**src/rtl/channel_scheduler.sv**
```systemverilog
// Round-robin scheduler for Up/Down step commands from two requesters onto the
// Ch1/Ch2 control lines, with stretched pulses, a hold-off gap and saturating positions.
module channel_scheduler #(
    parameter int PULSE_CYCLES = 2,
    parameter int HOLD_CYCLES  = 4,
    parameter int POS_W        = 4,
    parameter int POS_MAX      = 15
) (
    input  logic             Clk,
    input  logic             Reset,
    input  logic             Req1,
    input  logic             Sel1,
    input  logic             Dir1,
    output logic             Ack1,
    input  logic             Req2,
    input  logic             Sel2,
    input  logic             Dir2,
    output logic             Ack2,
    output logic             Ch1_up,
    output logic             Ch1_down,
    output logic             Ch2_up,
    output logic             Ch2_down,
    output logic [POS_W-1:0] Pos1,
    output logic [POS_W-1:0] Pos2,
    output logic             Err,
    output logic             Busy
);

    localparam logic [1:0] ST_IDLE  = 2'd0;
    localparam logic [1:0] ST_PULSE = 2'd1;
    localparam logic [1:0] ST_HOLD  = 2'd2;

    localparam int CNT_MAX = (PULSE_CYCLES > HOLD_CYCLES) ? PULSE_CYCLES : HOLD_CYCLES;
    localparam int CNT_W   = (CNT_MAX > 1) ? $clog2(CNT_MAX) : 1;

    localparam logic [CNT_W-1:0] PULSE_LOAD = CNT_W'(PULSE_CYCLES - 1);
    localparam logic [CNT_W-1:0] HOLD_LOAD  = CNT_W'(HOLD_CYCLES - 1);
    localparam logic [CNT_W-1:0] CNT_ZERO   = {CNT_W{1'b0}};
    localparam logic [CNT_W-1:0] CNT_ONE    = CNT_W'(1);
    localparam logic [POS_W-1:0] POS_ZERO   = {POS_W{1'b0}};
    localparam logic [POS_W-1:0] POS_ONE    = POS_W'(1);
    localparam logic [POS_W-1:0] POS_TOP    = POS_W'(POS_MAX);

    logic [1:0]       state_r, state_nxt_s;
    logic [CNT_W-1:0] cnt_r, cnt_nxt_s;
    logic             prio_r, prio_nxt_s;      // 0: requester 1 wins a tie, 1: requester 2
    logic [POS_W-1:0] pos1_r, pos1_nxt_s;
    logic [POS_W-1:0] pos2_r, pos2_nxt_s;
    logic [3:0]       ch_r, ch_nxt_s;          // {ch2_down, ch2_up, ch1_down, ch1_up}
    logic             ack1_r, ack1_nxt_s;
    logic             ack2_r, ack2_nxt_s;
    logic             err_r, err_nxt_s;
    logic             busy_r, busy_nxt_s;

    logic             grant_s;
    logic             grant_two_s;
    logic             sel_s;
    logic             dir_s;
    logic [POS_W-1:0] cur_pos_s;
    logic             legal_s;

    // Arbitration among the requests sampled in IDLE and legality of the winning step
    always_comb begin
        grant_s     = 1'b0;
        grant_two_s = 1'b0;
        if (state_r == ST_IDLE) begin
            if (Req1 && Req2) begin
                grant_s     = 1'b1;
                grant_two_s = prio_r;
            end else if (Req1) begin
                grant_s     = 1'b1;
                grant_two_s = 1'b0;
            end else if (Req2) begin
                grant_s     = 1'b1;
                grant_two_s = 1'b1;
            end else begin
                grant_s     = 1'b0;
                grant_two_s = 1'b0;
            end
        end else begin
            grant_s     = 1'b0;
            grant_two_s = 1'b0;
        end
        sel_s     = grant_two_s ? Sel2 : Sel1;
        dir_s     = grant_two_s ? Dir2 : Dir1;
        cur_pos_s = sel_s ? pos2_r : pos1_r;
        legal_s   = dir_s ? (cur_pos_s < POS_TOP) : (cur_pos_s != POS_ZERO);
    end

    // Next-state and next-output computation for the IDLE/PULSE/HOLD sequence
    always_comb begin
        state_nxt_s = state_r;
        cnt_nxt_s   = cnt_r;
        prio_nxt_s  = prio_r;
        pos1_nxt_s  = pos1_r;
        pos2_nxt_s  = pos2_r;
        ch_nxt_s    = ch_r;
        ack1_nxt_s  = 1'b0;
        ack2_nxt_s  = 1'b0;
        err_nxt_s   = 1'b0;
        case (state_r)
            ST_IDLE: begin
                if (grant_s) begin
                    ack1_nxt_s = ~grant_two_s;
                    ack2_nxt_s = grant_two_s;
                    prio_nxt_s = ~grant_two_s;
                    if (legal_s) begin
                        state_nxt_s = ST_PULSE;
                        cnt_nxt_s   = PULSE_LOAD;
                        ch_nxt_s    = 4'b0001 << {sel_s, ~dir_s};
                        if (sel_s) begin
                            pos2_nxt_s = dir_s ? (pos2_r + POS_ONE) : (pos2_r - POS_ONE);
                        end else begin
                            pos1_nxt_s = dir_s ? (pos1_r + POS_ONE) : (pos1_r - POS_ONE);
                        end
                    end else begin
                        // Out-of-range step: acknowledge, flag, and skip the pulse entirely
                        err_nxt_s   = 1'b1;
                        state_nxt_s = ST_HOLD;
                        cnt_nxt_s   = HOLD_LOAD;
                        ch_nxt_s    = 4'b0000;
                    end
                end else begin
                    ch_nxt_s = 4'b0000;
                end
            end
            ST_PULSE: begin
                if (cnt_r == CNT_ZERO) begin
                    state_nxt_s = ST_HOLD;
                    cnt_nxt_s   = HOLD_LOAD;
                    ch_nxt_s    = 4'b0000;
                end else begin
                    cnt_nxt_s = cnt_r - CNT_ONE;
                end
            end
            ST_HOLD: begin
                ch_nxt_s = 4'b0000;
                if (cnt_r == CNT_ZERO) begin
                    state_nxt_s = ST_IDLE;
                    cnt_nxt_s   = CNT_ZERO;
                end else begin
                    cnt_nxt_s = cnt_r - CNT_ONE;
                end
            end
            default: begin
                state_nxt_s = ST_IDLE;
                cnt_nxt_s   = CNT_ZERO;
                ch_nxt_s    = 4'b0000;
            end
        endcase
        busy_nxt_s = (state_nxt_s != ST_IDLE);
    end

    // State and output registers with synchronous reset
    always_ff @(posedge Clk) begin
        if (Reset) begin
            state_r <= ST_IDLE;
            cnt_r   <= CNT_ZERO;
            prio_r  <= 1'b0;
            pos1_r  <= POS_ZERO;
            pos2_r  <= POS_ZERO;
            ch_r    <= 4'b0000;
            ack1_r  <= 1'b0;
            ack2_r  <= 1'b0;
            err_r   <= 1'b0;
            busy_r  <= 1'b0;
        end else begin
            state_r <= state_nxt_s;
            cnt_r   <= cnt_nxt_s;
            prio_r  <= prio_nxt_s;
            pos1_r  <= pos1_nxt_s;
            pos2_r  <= pos2_nxt_s;
            ch_r    <= ch_nxt_s;
            ack1_r  <= ack1_nxt_s;
            ack2_r  <= ack2_nxt_s;
            err_r   <= err_nxt_s;
            busy_r  <= busy_nxt_s;
        end
    end

    assign Ack1     = ack1_r;
    assign Ack2     = ack2_r;
    assign Ch1_up   = ch_r[0];
    assign Ch1_down = ch_r[1];
    assign Ch2_up   = ch_r[2];
    assign Ch2_down = ch_r[3];
    assign Pos1     = pos1_r;
    assign Pos2     = pos2_r;
    assign Err      = err_r;
    assign Busy     = busy_r;

endmodule

```
**config.mk**
```make
export PLATFORM = sky130hd
export DESIGN_NAME = channel_scheduler
export DESIGN_NICKNAME = d
export VERILOG_FILES = /design/src/rtl/channel_scheduler.sv
export SDC_FILE = /design/constraint.sdc
export NUM_CORES = 1
export LEC_CHECK = 0
export ABC_AREA = 1
export BUFFER_PORTS_ARGS = -buffer_cell sky130_fd_sc_hd__clkbuf_2
export CAP_MARGIN = 10
export CORE_ASPECT_RATIO = 0.8
export CORE_MARGIN = 8
export CORE_UTILIZATION = 40
export DETAILED_ROUTE_END_ITERATION = 16
export PLACE_DENSITY = 0.63
export SLEW_MARGIN = 10
export SYNTH_ARGS = -nofsm -noshare
export SYNTH_HDL_FRONTEND = slang
export SYNTH_SLANG_ARGS = --single-unit
```
**constraint.sdc**
```tcl
create_clock -name Clk -period 2.5 [get_ports Clk]
set_clock_uncertainty 0.05 [all_clocks]
set_input_delay 0.5 -clock Clk [delete_from_list [all_inputs] [get_ports Clk]]
set_output_delay 0.5 -clock Clk [all_outputs]
set_load 0.02 [all_outputs]
```
Word-level counts from Yosys, hierarchy flattened --
Cells that the tools add are included.
Storage, ports and cells: output and inout port bits 16, logic and storage cells 63, flip-flop bits (word level) 21, bits of input ports 8
Operators by class: mux-type cells 28, reductions and logical operators 9, equality and inequality tests 4, add/sub/neg operators 5, magnitude comparators 1, bitwise logic cells 5, shifts and indexed selects 1
Operators with widths (number):
- $mux 4 | 6
- $mux 2 | 8
- $pmux 2 s3 | 2
- $mux 1 | 11
- $add 4x1->4 const B | 2
- $pmux 4 s2 | 1
- $reduce_and 4->1 | 2
- $sub 4x1->4 const B | 2
- $not 1->1 | 5
- $logic_not 2->1 | 2
- $lt 4x4->1 const B | 1
- $ne 2x2->1 const B | 2
- $reduce_bool 4->1 | 1
- $shl 1x2->4 const A | 1
- $reduce_or 3->1 | 1
- $eq 2x1->1 const B | 1
- $eq 2x2->1 const B | 1
- $reduce_and 2->1 | 1
- $reduce_bool 2->1 | 1
- $sub 2x1->2 const B | 1
- $logic_and 1x1->1 | 1

Longest topological paths before layout --
depth in word-level cells 12, mapped depth 14, mapped depth without buffers 14

Worst setup path after synthesis --
OpenSTA, ideal clock, no wires.
path kind input -> register, from in Req1, to reg pos2_r[3], in the netlist Pos2[3], setup slack 185 ps, buffers on the path 0, cell stages on the path 10, data arrival time 2197 ps, required time 2382 ps, library setup time 68 ps, cell sequence nand2_1 > nand3_4 > o21ai_2 > ha_1 > nand2_1 > nor2_1 > a211oi_1 > xor2_1 > nand2_1 > a21oi_2
Between the ends: longest elaborated chain between the ends 8, elaborated cells on any way between the ends 15, classes of those cells order compare (1); mux (11); reduce/logical (3)
Ends and longest elaborated chain:
- from (decl) | RTL line 11 | input logic Req1,
- $mux 1 / $logic_and 1x1->1 (equally long branches) | RTL line 70, 67
- $mux 1 | RTL line 67 | if (Req1 && Req2) begin
- $mux 1 | RTL line 66 | if (state_r == ST_IDLE) begin
- $mux 1 | RTL line 84 | sel_s = grant_two_s ? Sel2 : Sel1;
- $mux 4 | RTL line 86 | cur_pos_s = sel_s ? pos2_r : pos1_r;
- $lt 4x4->1 / $reduce_bool 4->1 (equally long branches) | RTL line 87 | legal_s = dir_s ? (cur_pos_s < POS_TOP) : (cur_pos_s != POS_ZERO);
- $mux 1 | RTL line 87
- $reduce_and 4->1 (no line)
- to (signal assigned) | RTL line 172 | pos2_r <= pos2_nxt_s;
- to (decl) | RTL line 48 | logic [POS_W-1:0] pos2_r, pos2_nxt_s;
Several ways; a longest one is shown, not always the timed one. A chain may end at the register's enable or synchronous reset.

Worst setup path in the final report --
from reg state_r[1], to reg pos2_r[3], in the netlist Pos2[3]
Between the ends: longest elaborated chain between the ends 7, elaborated cells on any way between the ends 11, classes of those cells order compare (1); mux (7); reduce/logical (3)
Ends and longest elaborated chain:
- from (decl) | RTL line 44 | logic [1:0] state_r, state_nxt_s;
- from (signal assigned) | RTL line 168 | state_r <= state_nxt_s;
- $logic_not 2->1 * | RTL line 66, 101
- $mux 1 | RTL line 66
- $mux 1 | RTL line 84
- $mux 4 | RTL line 86
- $lt 4x4->1 / $reduce_bool 4->1 (equally long branches) | RTL line 87
- $mux 1 | RTL line 87
- $reduce_and 4->1 (no line)
Every way passes the cells marked *; elsewhere a longest branch is shown, timed or not.

==> run_results.csv <==
group,metric,value,unit
setup_path,critical_path.max_fanout,7,
worst_hold_path,hold_start,"ch_r[0]",
worst_hold_path,hp-class,"register to register",
place,gp_congestion,0.794,
drt,drt-initial-drc-count,46,
sta,setup_viol,0,
floorplanning,rows,19,
setup_path,cp_cell_sequence,"nor2_4 -> nand3_4 -> inv_2 -> or2_1 -> o21ai_2 -> ha_1 -> nand2_1 -> nor2_1 -> a211oi_1 -> xor2_1 -> nand2_1 -> a21oi_2",
power_and_ir_drop,power_per_cell_area,1240,nW/um^2
setup_path,crit_family,"simple AND/OR/NAND/NOR gates",
drt,vias,1217,
sta,slew_viol_final,0,
logic_synthesis,ys_warn_count,0,
power_and_ir_drop,power.total,1.97,mW
sta,fmax,0.437,GHz
clocking,clk_pin_slew,0.08,ns
sta,tns,0,ns
clocking,cts_resized,0,
sta,min_period,2.29,ns
clocking,cts_hold_buffers,0,
clocking,htree_levels,1,
cells_and_area,fillerInstances,351,
power_and_ir_drop,peakVddDrop,0.491,mV
place,hpwlAfterDp,2.40,mm
global_route,grt_pass1_wl,5.21,mm
logic_synthesis,synthCells,188,
setup_path,crit_path_frequent_cell,"nand2_1",
setup_path,cp.required,2.65,ns
cells_and_area,layout.cells.non_filler,259,
drt,firstDrtPassIters,4,
drt,wl_per_cell,11.6,um
cells_and_area,diodes,0,
cells_and_area,fin_nets,235,
status,status,"finished clean",
clocking,post_cts_buffers,0,
place,dp_slack,0.0275,ns
floorplanning,initial_core_util,40.6,%
power_and_ir_drop,p_leak,0.770,nW
sta,worst_slew_pin_slew,0.382,ns
drt,via_per_inst,4.70,
logic_synthesis,synth.avg_cell_area,7.23,sq um
logic_synthesis,syn_area,1360,sq um
floorplanning,io_pins,24,
clocking,cts_tree,"yes",
sta,finalCritPeriodShare,91.5,%
place,io_buffers,23,
setup_path,slowest_stage,"dfxtp_1",
clocking,cts_buffers,3,
sta,fin_ws,0.213,ns
floorplanning,die_w,81.2,um
setup_path,critPathLaunch,"state_r[1]",
drt,routed_wl,3.01,mm
clocking,cts-root-buf,"clkbuf_8",
floorplanning,die_area,5530,sq um
setup_path,critical_path_class,"register to register",
global_route,antenna_found_initial,0,
logic_synthesis,synth-seq-cells,21,
place,placed_cells,255,
clocking,clock_path_buffers,2,
run,maxCapViolCount,0,
floorplanning,core_area,3350,sq um
logic_synthesis,synth_nets,205,
setup_path,end_kind,"register",
global_route,grt_pass1_vias,1141,
setup_path,start_kind,"register",
clocking,clk_latency,0.26,ns
logic_synthesis,synth.distinct_cells,30,
setup_path,worst_ep_arrival_time,2.44,ns
logic_synthesis,seq_area_frac_synth,30.9,%
sta,rsz0062_at_grt,"false",
sta,hold_violations,0,
cells_and_area,drive_gt1_share,24.4,%
floorplanning,die_h,68.2,um
clocking,clock_sinks,21,
global_route,grt_max_degree,15,
drt,antenna_left,0,
global_route,grt_overflow_total,0,
drt,drc_errors,0,
cells_and_area,area.growth.synth_to_final,17.0,%
sta,max-slew-margin-rel,74.5,%
sta,timing.hold.ws,0.416,ns
setup_path,cp_num_buf_inv,1,
setup_path,cp_slowest_stage_delay,0.47,ns
global_route,grt_use_total,11.9,%
setup_path,timing.rr.start,"state_r[1]",
## Yosys cell counts, drive strengths merged
master	count	area share [%]
a211oi	2	1.1
a21oi	12	5.2
a31o	1	0.64
clkbuf	1	0.28
dfxtp	21	31
fa	2	2.9
ha	7	6.4
inv	28	7.9
nand2	52	18
nand3	17	7.9
nand3b	1	0.55
nand4	2	2.0
nor2	27	8.6
o2111ai	1	0.64
o21ai	7	2.9
or2	1	0.46
xnor2	1	0.64
xor2	5	3.2
## routing by layer
layer / track usage, % / vias up / share of wire [%]
met5: 0 / - / 0
li1: - / 654 / -
met1: 15.7 / 538 / 53
met4: 3.33 / 0 / 0.83
met3: 3.67 / 5 / 5.8
met2: 18.5 / 20 / 40
## flip-flops by register name, summed over array words and instances, names as in the netlist
name,count
Pos2,4
state_r,2
Ack2,1
cnt_r,2
ch_r,4
Ack1,1
Err,1
Pos1,4
Busy,1
prio_r,1
## logic make-up after synthesis
| family | after synthesis | share of synthesized area (%) |
|---|---|---|
| adder cells (fa/ha/maj) | 9 | 9.38 |
| XOR/XNOR | 6 | 3.86 |
| flip-flops | 21 | 30.9 |
| buffers and inverters | 29 | 8.19 |
| AND/OR/NAND/NOR | 100 | 37.2 |
| AO/OA/AOI/OAI | 23 | 10.5 |
## worst register-to-register path: stages, from the launching register on
cell and delay, ns:
dfxtp_1 0.47, nor2_4 0.11, nand3_4 0.13, inv_2 0.04
or2_1 0.21, o21ai_2 0.16, ha_1 0.34, nand2_1 0.08
nor2_1 0.04, a211oi_1 0.24, xor2_1 0.17, nand2_1 0.08
a21oi_2 0.11
## report_power, final
| group | internal, mW | switching, mW |
|---|---|---|
| Clock | 0.114 | 0.118 |
| Combinational | 0.427 | 0.737 |
| Sequential | 0.448 | 0.129 |
| Total | 0.988 | 0.984 |
## area by class of cell
class | count | area [sq um] | area share [%]
sequential | 21 | 420 | 26.4
timing repair buffer | 26 | 138 | 8.65
clock buffer | 4 | 45.0 | 2.83
tap | 42 | 52.6 | 3.30
inverter | 28 | 108 | 6.76
multi-input combinational | 138 | 828 | 52.0
## cell usage in the layout, fill, tap and decap left out, types with 2 or more instances in the layout
cell       n
a21oi_1    9
dfxtp_1   21
nand3_1   14
nand2_2    3
xor2_1     5
nand3_2    2
inv_2      2
o21ai_0    5
a21oi_2    3
nand2_1   44
inv_1     25
ha_1       7
nor2_1    23
clkbuf_8   3
clkbuf_2  23
nand2_4    5
buf_4      3
a211oi_1   2
nor2_2     3
fa_1       2
## metrics by stage
step / instance area, sq um / utilization, %
3_5_place_dp: 1550 / 46.1
6_report: 1590 / 47.5
3_3_place_gp: 1550 / 46.1
4_1_cts: 1590 / 47.5
2_1_floorplan: 1360 / -
5_1_grt: 1590 / 47.5
## worst paths after layout
kind             end  slack (ns)  depth (start not counted)
max          Pos2[3]        0.21                         12
min          ch_r[0]        0.42                          2
max reg2reg  Pos2[3]        0.21                         12
min reg2reg  ch_r[0]        0.42                          2
Note: power is estimated with default switching activity, not from simulation.
